--- src/rtl/switch_nport_if.sv ---
// Bus bundle for switch_nport: ingress handshake plus per-port egress
// handshakes. The packet source and consumers use the master side and the
// switch uses the slave side.
interface switch_nport_if #(
  parameter int ADDR_W    = 8,
  parameter int DATA_W    = 16,
  parameter int NUM_PORTS = 4
);
  logic                        vld;
  logic                        rdy;
  logic [ADDR_W-1:0]           addr;
  logic [DATA_W-1:0]           data;
  logic [NUM_PORTS-1:0]        out_vld;
  logic [NUM_PORTS-1:0]        out_rdy;
  logic [NUM_PORTS*ADDR_W-1:0] out_addr;
  logic [NUM_PORTS*DATA_W-1:0] out_data;

  modport master (
    output vld, addr, data, out_rdy,
    input  rdy, out_vld, out_addr, out_data
  );

  modport slave (
    input  vld, addr, data, out_rdy,
    output rdy, out_vld, out_addr, out_data
  );
endinterface

--- src/rtl/switch_nport.sv ---
// switch_nport: N-port address-routed packet switch with one FIFO per egress
// port. The top address bits select the port, and an all-ones address is
// broadcast to every port. The optional per-port accepted-packet counters
// (pkt_cnt) are built only when SWITCH_NPORT_STATS_EN is defined.
module switch_nport #(
  parameter int ADDR_W     = 8,
  parameter int DATA_W     = 16,
  parameter int NUM_PORTS  = 4,
  parameter int FIFO_DEPTH = 4
) (
  input  logic                    clk,
  input  logic                    rstn,
`ifdef SWITCH_NPORT_STATS_EN
  output logic [NUM_PORTS*16-1:0] pkt_cnt,
`endif
  switch_nport_if.slave           bus
);

  localparam int SEL_W = $clog2(NUM_PORTS);
  localparam int IDX_W = $clog2(FIFO_DEPTH);
  localparam int PTR_W = IDX_W + 1;
  localparam int ENT_W = ADDR_W + DATA_W;

  logic [SEL_W-1:0]     sel;
  logic                 bcast;
  logic                 acc;
  logic [NUM_PORTS-1:0] full;
  logic [NUM_PORTS-1:0] empty;
  logic [NUM_PORTS-1:0] push;
  logic [NUM_PORTS-1:0] pop;

  assign sel   = bus.addr[ADDR_W-1 -: SEL_W];
  assign bcast = &bus.addr;

  // Ingress ready uses current occupancy only, so a pop in this cycle does
  // not open a slot until the next cycle.
  always_comb begin
    bus.rdy = 1'b0;
    if (bcast) bus.rdy = ~|full;
    else       bus.rdy = ~full[sel];
  end

  assign acc = bus.vld & bus.rdy;

  for (genvar i = 0; i < NUM_PORTS; i++) begin : g_port
    logic [PTR_W-1:0] wr_ptr;
    logic [PTR_W-1:0] rd_ptr;
    logic [ENT_W-1:0] mem [FIFO_DEPTH];
    logic [ENT_W-1:0] head;

    // Pointers carry one extra wrap bit to tell full apart from empty.
    assign full[i]  = (wr_ptr[PTR_W-1] != rd_ptr[PTR_W-1]) &&
                      (wr_ptr[IDX_W-1:0] == rd_ptr[IDX_W-1:0]);
    assign empty[i] = (wr_ptr == rd_ptr);
    assign push[i]  = acc && (bcast || (sel == SEL_W'(i)));
    assign pop[i]   = ~empty[i] & bus.out_rdy[i];

    // FIFO storage and pointers; storage is cleared so the head reads zero after reset.
    always_ff @(posedge clk or negedge rstn) begin
      if (!rstn) begin
        wr_ptr <= '0;
        rd_ptr <= '0;
        for (int k = 0; k < FIFO_DEPTH; k++) mem[k] <= '0;
      end else begin
        if (push[i]) begin
          mem[wr_ptr[IDX_W-1:0]] <= {bus.addr, bus.data};
          wr_ptr                 <= wr_ptr + 1'b1;
        end
        if (pop[i]) rd_ptr <= rd_ptr + 1'b1;
      end
    end

    assign head                             = mem[rd_ptr[IDX_W-1:0]];
    assign bus.out_vld[i]                   = ~empty[i];
    assign bus.out_addr[i*ADDR_W +: ADDR_W] = head[ENT_W-1 -: ADDR_W];
    assign bus.out_data[i*DATA_W +: DATA_W] = head[DATA_W-1:0];

`ifdef SWITCH_NPORT_STATS_EN
    logic [15:0] cnt;

    // Accepted-packet counter; wraps naturally at 16 bits.
    always_ff @(posedge clk or negedge rstn) begin
      if (!rstn)        cnt <= '0;
      else if (push[i]) cnt <= cnt + 16'd1;
    end

    assign pkt_cnt[i*16 +: 16] = cnt;
`endif
  end

endmodule

--- src/flat_wrapper.sv ---
// flat-port wrapper written by rule: the top's interface ports become plain ports
module switch_nport_flat 
#(
  parameter int ADDR_W     = 8,
  parameter int DATA_W     = 16,
  parameter int NUM_PORTS  = 4,
  parameter int FIFO_DEPTH = 4
)
  (clk, rstn, bus_vld, bus_addr, bus_data, bus_out_rdy, bus_rdy, bus_out_vld, bus_out_addr, bus_out_data);
  switch_nport_if #(.ADDR_W(ADDR_W), .DATA_W(DATA_W), .NUM_PORTS(NUM_PORTS)) bus_i ();
  input  logic clk;
  input  logic rstn;
  input wire logic [$bits(bus_i.vld)-1:0] bus_vld;
  input wire logic [$bits(bus_i.addr)-1:0] bus_addr;
  input wire logic [$bits(bus_i.data)-1:0] bus_data;
  input wire logic [$bits(bus_i.out_rdy)-1:0] bus_out_rdy;
  output wire logic [$bits(bus_i.rdy)-1:0] bus_rdy;
  output wire logic [$bits(bus_i.out_vld)-1:0] bus_out_vld;
  output wire logic [$bits(bus_i.out_addr)-1:0] bus_out_addr;
  output wire logic [$bits(bus_i.out_data)-1:0] bus_out_data;
  assign bus_i.vld = bus_vld;
  assign bus_i.addr = bus_addr;
  assign bus_i.data = bus_data;
  assign bus_i.out_rdy = bus_out_rdy;
  assign bus_rdy = bus_i.rdy;
  assign bus_out_vld = bus_i.out_vld;
  assign bus_out_addr = bus_i.out_addr;
  assign bus_out_data = bus_i.out_data;
  switch_nport #(.ADDR_W(ADDR_W), .DATA_W(DATA_W), .NUM_PORTS(NUM_PORTS), .FIFO_DEPTH(FIFO_DEPTH)) u_core (.clk(clk), .rstn(rstn), .bus(bus_i));
endmodule
--- config.mk ---
export PLATFORM = sky130hd
export DESIGN_NAME = switch_nport_flat
export DESIGN_NICKNAME = d
export VERILOG_FILES = /design/src/rtl/switch_nport_if.sv /design/src/rtl/switch_nport.sv /design/src/flat_wrapper.sv
export SDC_FILE = /design/constraint.sdc
export NUM_CORES = 1
export LEC_CHECK = 0
export ABC_AREA = 1
export CELL_PAD_IN_SITES_DETAIL_PLACEMENT = 1
export CELL_PAD_IN_SITES_GLOBAL_PLACEMENT = 1
export CORE_ASPECT_RATIO = 0.75
export CORE_MARGIN = 10
export CORE_UTILIZATION = 41
export DETAILED_ROUTE_END_ITERATION = 7
export GPL_ROUTABILITY_DRIVEN = 0
export GPL_TIMING_DRIVEN = 0
export PLACE_DENSITY = 0.84
export SETUP_SLACK_MARGIN = 0.05
export SYNTH_ARGS = -nofsm -noshare
export SYNTH_HDL_FRONTEND = slang
export SYNTH_SLANG_ARGS = --single-unit
export TNS_END_PERCENT = 5
--- constraint.sdc ---
create_clock -name clk -period 2.4 [get_ports clk]
set_input_delay 0.6 -clock clk [delete_from_list [all_inputs] [get_ports clk]]
set_output_delay 0.6 -clock clk [all_outputs]
set_load 0.02 [all_outputs]
Yosys cells after proc, flatten, opt, wreduce, memory -nomap -nowiden

Cells that the tools add are included.

Multiply operators: 0
Mux-type cells: 27
Reduce and logical (&&, ||, !) cells: 20
Bitwise logic cells: 18
Divide/modulo/power cells: 0
Shift-type cells: 0
Equal/unequal tests: 15
Add/sub/neg operators: 8
Magnitude comparators: 13

Operator list:

| kind                  | number |
|---|---|
| $bwmux W96            | 4 |
| $mux W24              | 12 |
| $bmux W24 S2          | 4 |
| $demux W24 S2         | 4 |
| $add A3 B1 Y3 const B | 8 |
| $ge A3 B3 Y1 const B  | 8 |
| $not A2 Y3            | 8 |
| $eq A3 B3 Y1          | 4 |
| $logic_and A1 B1 Y1   | 12 |
| $lt A3 B1 Y1 const B  | 4 |
| $eq A2 B2 Y1          | 4 |
| $reduce_and A8 Y1     | 1 |
| $and A1 B1 Y1         | 5 |
| $not A1 Y1            | 5 |
| $eq A2 B2 Y1 const B  | 2 |
| $logic_or A1 B1 Y1    | 4 |
| $ne A1 B1 Y1          | 4 |
| $reduce_or A4 Y1      | 1 |
| $lt A2 B3 Y1 const B  | 1 |
| $bmux W1 S2           | 1 |
| $eq A2 B1 Y1 const B  | 1 |
| $logic_not A2 Y1      | 1 |
| $mux W1               | 2 |
| $logic_not A1 Y1      | 1 |

Register bits after elaboration: 408
Input port bits: 31
Memory bits (writable): 0
Memories kept: 0
Memory bits (read-only): 0
Output and inout bits: 101
Latch bits: 0
Word-level logic and storage cells: 125

Logic depth before layout (Yosys ltp)

Word-level depth: 8
Depth in mapped cells: 14
Gate-level depth less buffers: 11

Worst setup path before layout

Ideal clock, no wire load.

Path kind: input to output
From: input port bus_addr[0]
To: output port bus_rdy
Arrival time: 1.762 ns
Buffers on the path: 1
Slack: 0.038 ns
Required time: 1.800 ns
Stages: 8
Cells stage by stage: clkbuf_2 nand2_1 nor2_1 nand2_1 nand2_1 nand3_1 nand2_1 nor3b_1

Word-level cells in the longest chain between the ends: 2

RTL lines:

| what               | RTL line           | text |
|---|---|---|
| start: declaration | flat_wrapper.sv:14 | `input wire logic [$bits(bus_i.addr)-1:0] bus_addr;` |
| $reduce_and A8 Y1  | switch_nport.sv:33 | `assign bcast = &bus.addr;` |
| $mux W1            | switch_nport.sv:39 | `if (bcast) bus.rdy = ~\|full;` |
| end: declaration   | flat_wrapper.sv:17 | `output wire logic [$bits(bus_i.rdy)-1:0] bus_rdy;` |

No other way between the ends.

Worst setup path in the final report

Ends and elaborated chain as after synthesis.

==> results.yml <==
run_status:
  status: "finished with violations"
  failed_checks: "hold timing, setup timing"
placement:
  place_hpwl_um: 60800
  place.detailed.instances: 3642
  dp_slack_ns: -1.51
  io_buffers: 107
synthesis:
  syn_avg_cell_area_um2: 7.89
  synth_nets: 2871
  synth.largest_area_cell: "dfrtp_1"
  netlist_area_mm2: 0.0222
  synthesis.yosys.warnings: 0
  synth.ff_latch_count: 408
  synth_cell_type_count: 29
  synth_largest_type_area_fraction: 0.459
  synthesis.instances: 2820
  synth_seq_area_share: 0.459
  synth_top_cells_by_area: "dfrtp_1 (46%), o21bai_1 (13%), nand2_1 (8.7%)"
sta:
  post-route-period-util: 1.13
  tightest_slew_ns: 1.34
  holdWs_ns: -0.00357
  maxSlewHeadroom: 0.106
  final-max-slew-violation-count: 0
  finalCriticalPeriod_ns: 2.72
  setup_viol: 208
  skew_ns: 0.0407
  final_worst_setup_slack_ns: -0.323
  finalHoldViolations: 2
  final.setup.tns_ns: -19.60
  max_freq_mhz: 367
  rsz0062_at_grt: "yes"
min_path:
  worstHoldPathType: "input port to asynchronous set/reset pin"
floorplanning:
  rows: 73
  die_extent_in_y_um: 222
  floorplan.initialDensity: 0.417
  num_io_pins: 132
  die-width_um: 289
  coreArea_mm2: 0.0533
  dieArea_mm2: 0.0640
cells_and_area:
  drive_above_1_share: 0.197
  final-seq-area_mm2: 0.0102
  layout.cells.most_common_list: "nand2_1 (511), inv_1 (410), dfrtp_1 (405)"
  multi_input_area_mm2: 0.0105
  instances_no_fill: 3752
  mostFrequentLayoutCell: "nand2_1"
  areaGrowthSynthToFinish_pct: 26.1
  num-fill-cells: 6279
  nets: 3059
  fin_util: 0.526
drt:
  wl_um: 93700
  remaining_number_of_nets_flagged_by_the_antenna_check_after_routing: 0
  post-route-drc-count: 0
  drt_iter0_drc: 2341
  drt-wirelength-per-cell_um: 25.0
  routed-via-count: 22000
  vias_per_cell: 5.87
  drt_pre_antenna_iters: 5
critical_path:
  critical-path-slowest-cell: "nor3b_4"
  end_kind: "primary output"
  critPathRequiredTime_ns: 1.80
  crit_buf_inv: 2
  worst_path_class_setup: "input port to primary output"
  worst_path_dominant_cell_family: "simple AND/OR/NAND/NOR gates"
  critical_path.max_fanout: 8
  worst_setup_path_start_kind: "input port"
  slowest_delay_ns: 0.36
  critPathArrivalTime_ns: 2.12
  crit_top_cell: "nand2_1"
  path_cells: "clkbuf_2, nand2_1, nor2_1, nand2_1, nand2_2, nand3_2, nand2_4, nor3b_4, buf_6"
cts:
  cts.htree.levels: 2
  numCtsBuffers: 44
  cts_sinks: 408
  post_cts_hold_buffer_count: 0
  clock_insertion_delay_worst_skew_ns: 0.59
  cts-root-to-sink-buffers: 3
  tritoncts: "yes"
  register_clock_pin_slew_on_the_reported_worst_setup_and_hold_paths_ns: 0.06
  ctsRootBufferMaster: "clkbuf_16"
global_routing:
  grt_max_degree: 119
  grt_remaining_overflow: 0
  grt_pass1_wl_um: 140000
  antenna_violations_before_repair: 4
  gr-usage-all-layers: 0.277
  first_global_vias: 23400
power:
  power.ir.vdd_worst_uv: 970
  leakage_nw: 13.1
  power_density_mw_per_mm2: 1670
flow_run:
  drv.max_cap_violation_count: 0
-- layer usage --
metal,share of wire,global-route usage,vias up,wire length (µm)
li1,-,-,9427,-
met1,0.41,0.370,11300,38100
met2,0.46,0.436,1055,43500
met3,0.083,0.0513,268,7780
met4,0.046,0.113,4,4270
met5,0.00028,0,-,26
-- stage by stage --
stage	area [µm²]	power [W]	hold WS, ns
2_1_floorplan	22200	0.0250	0.304
3_3_place_gp	24200	0.0330	0.432
3_5_place_dp	24300	0.0341	0.453
4_1_cts	27200	0.0443	0.0169
5_1_grt	28000	0.0495	0.0422
6_report	28000	0.0469	-0.00357
-- worst paths after layout --
check                           cells after the start  slack, ns                    endpoint                       start
worst max-delay path                                9      -0.32                     bus_rdy                 bus_addr[0]
worst min-delay path                                1     -0.004  u_core.g_port[2].wr_ptr[2]                        rstn
worst max register to register                     10      -0.07    u_core.g_port[2].mem[16]  u_core.g_port[3].rd_ptr[0]
worst min register to register                      2       0.47    u_core.g_port[3].mem[70]    u_core.g_port[3].mem[70]
max in group asynchronous                           3       0.83    u_core.g_port[0].mem[46]                        rstn
min in group clk                                    3       0.35    u_core.g_port[1].mem[23]                 bus_addr[7]
-- report_power, final --
group          internal, W  total [W]  leakage, nW  switching (W)
logic               0.0103     0.0272         7.59         0.0168
clock network      0.00410    0.00717        0.706        0.00307
registers           0.0103     0.0126         4.76        0.00229
-- registers in the layout (all words and copies together), names as in the netlist --
| register | cells |
|---|---|
| u_core.g_port.mem | 384 |
| u_core.g_port.rd_ptr | 12 |
| u_core.g_port.wr_ptr | 12 |
-- final cells by class --
class | count | share of cell area
multi-input cells | 1733 | 0.375
flip-flops and latches | 408 | 0.364
plain buffers | 254 | 0.0678
inverters | 422 | 0.0575
repair buffers | 144 | 0.0516
clock buffers | 63 | 0.0440
well taps | 712 | 0.0318
clock inverters | 13 | 0.00732
repair inverters | 1 | 0.000312
diodes | 2 | 0.000178
-- cells by family after synthesis --
logic type / Yosys count / share of synthesized area
XOR/XNOR: 22 / 0.00867
AND/OR/NAND/NOR: 919 / 0.181
adder cells (fa/ha/maj): 20 / 0.0113
flip-flops: 408 / 0.459
buffers and inverters: 679 / 0.124
AO/OA/AOI/OAI: 772 / 0.216
-- worst reg2reg max path: stages (launching register included) --
cell      delay (ns)
dfrtp_1         0.40
buf_6           0.16
xnor2_4         0.15
nand4_1         0.15
nand2_4         0.10
buf_4           0.17
nor2_8          0.18
nand4_4         0.27
clkbuf_1        0.40
o21bai_1        0.29
nand2_1         0.07
-- synthesized netlist by cell type, drive strengths merged --
cell	instances
xor2	12
nor2	15
nand4	8
clkbuf	167
buf	90
dfrtp	408
nand3	374
ha	20
o21ai	106
nand2	520
nor3b	1
or2	1
xnor2	10
a21oi	292
o21bai	374
inv	422
-- repair_timing --
action                                  CTS  global route
pin swaps                                43           117
gates resized for setup                 950           262
cloned                                    7             2
setup buffers                            15            11
endpoints found under the setup margin  497           476
Note: power is estimated with default switching activity, not from simulation.
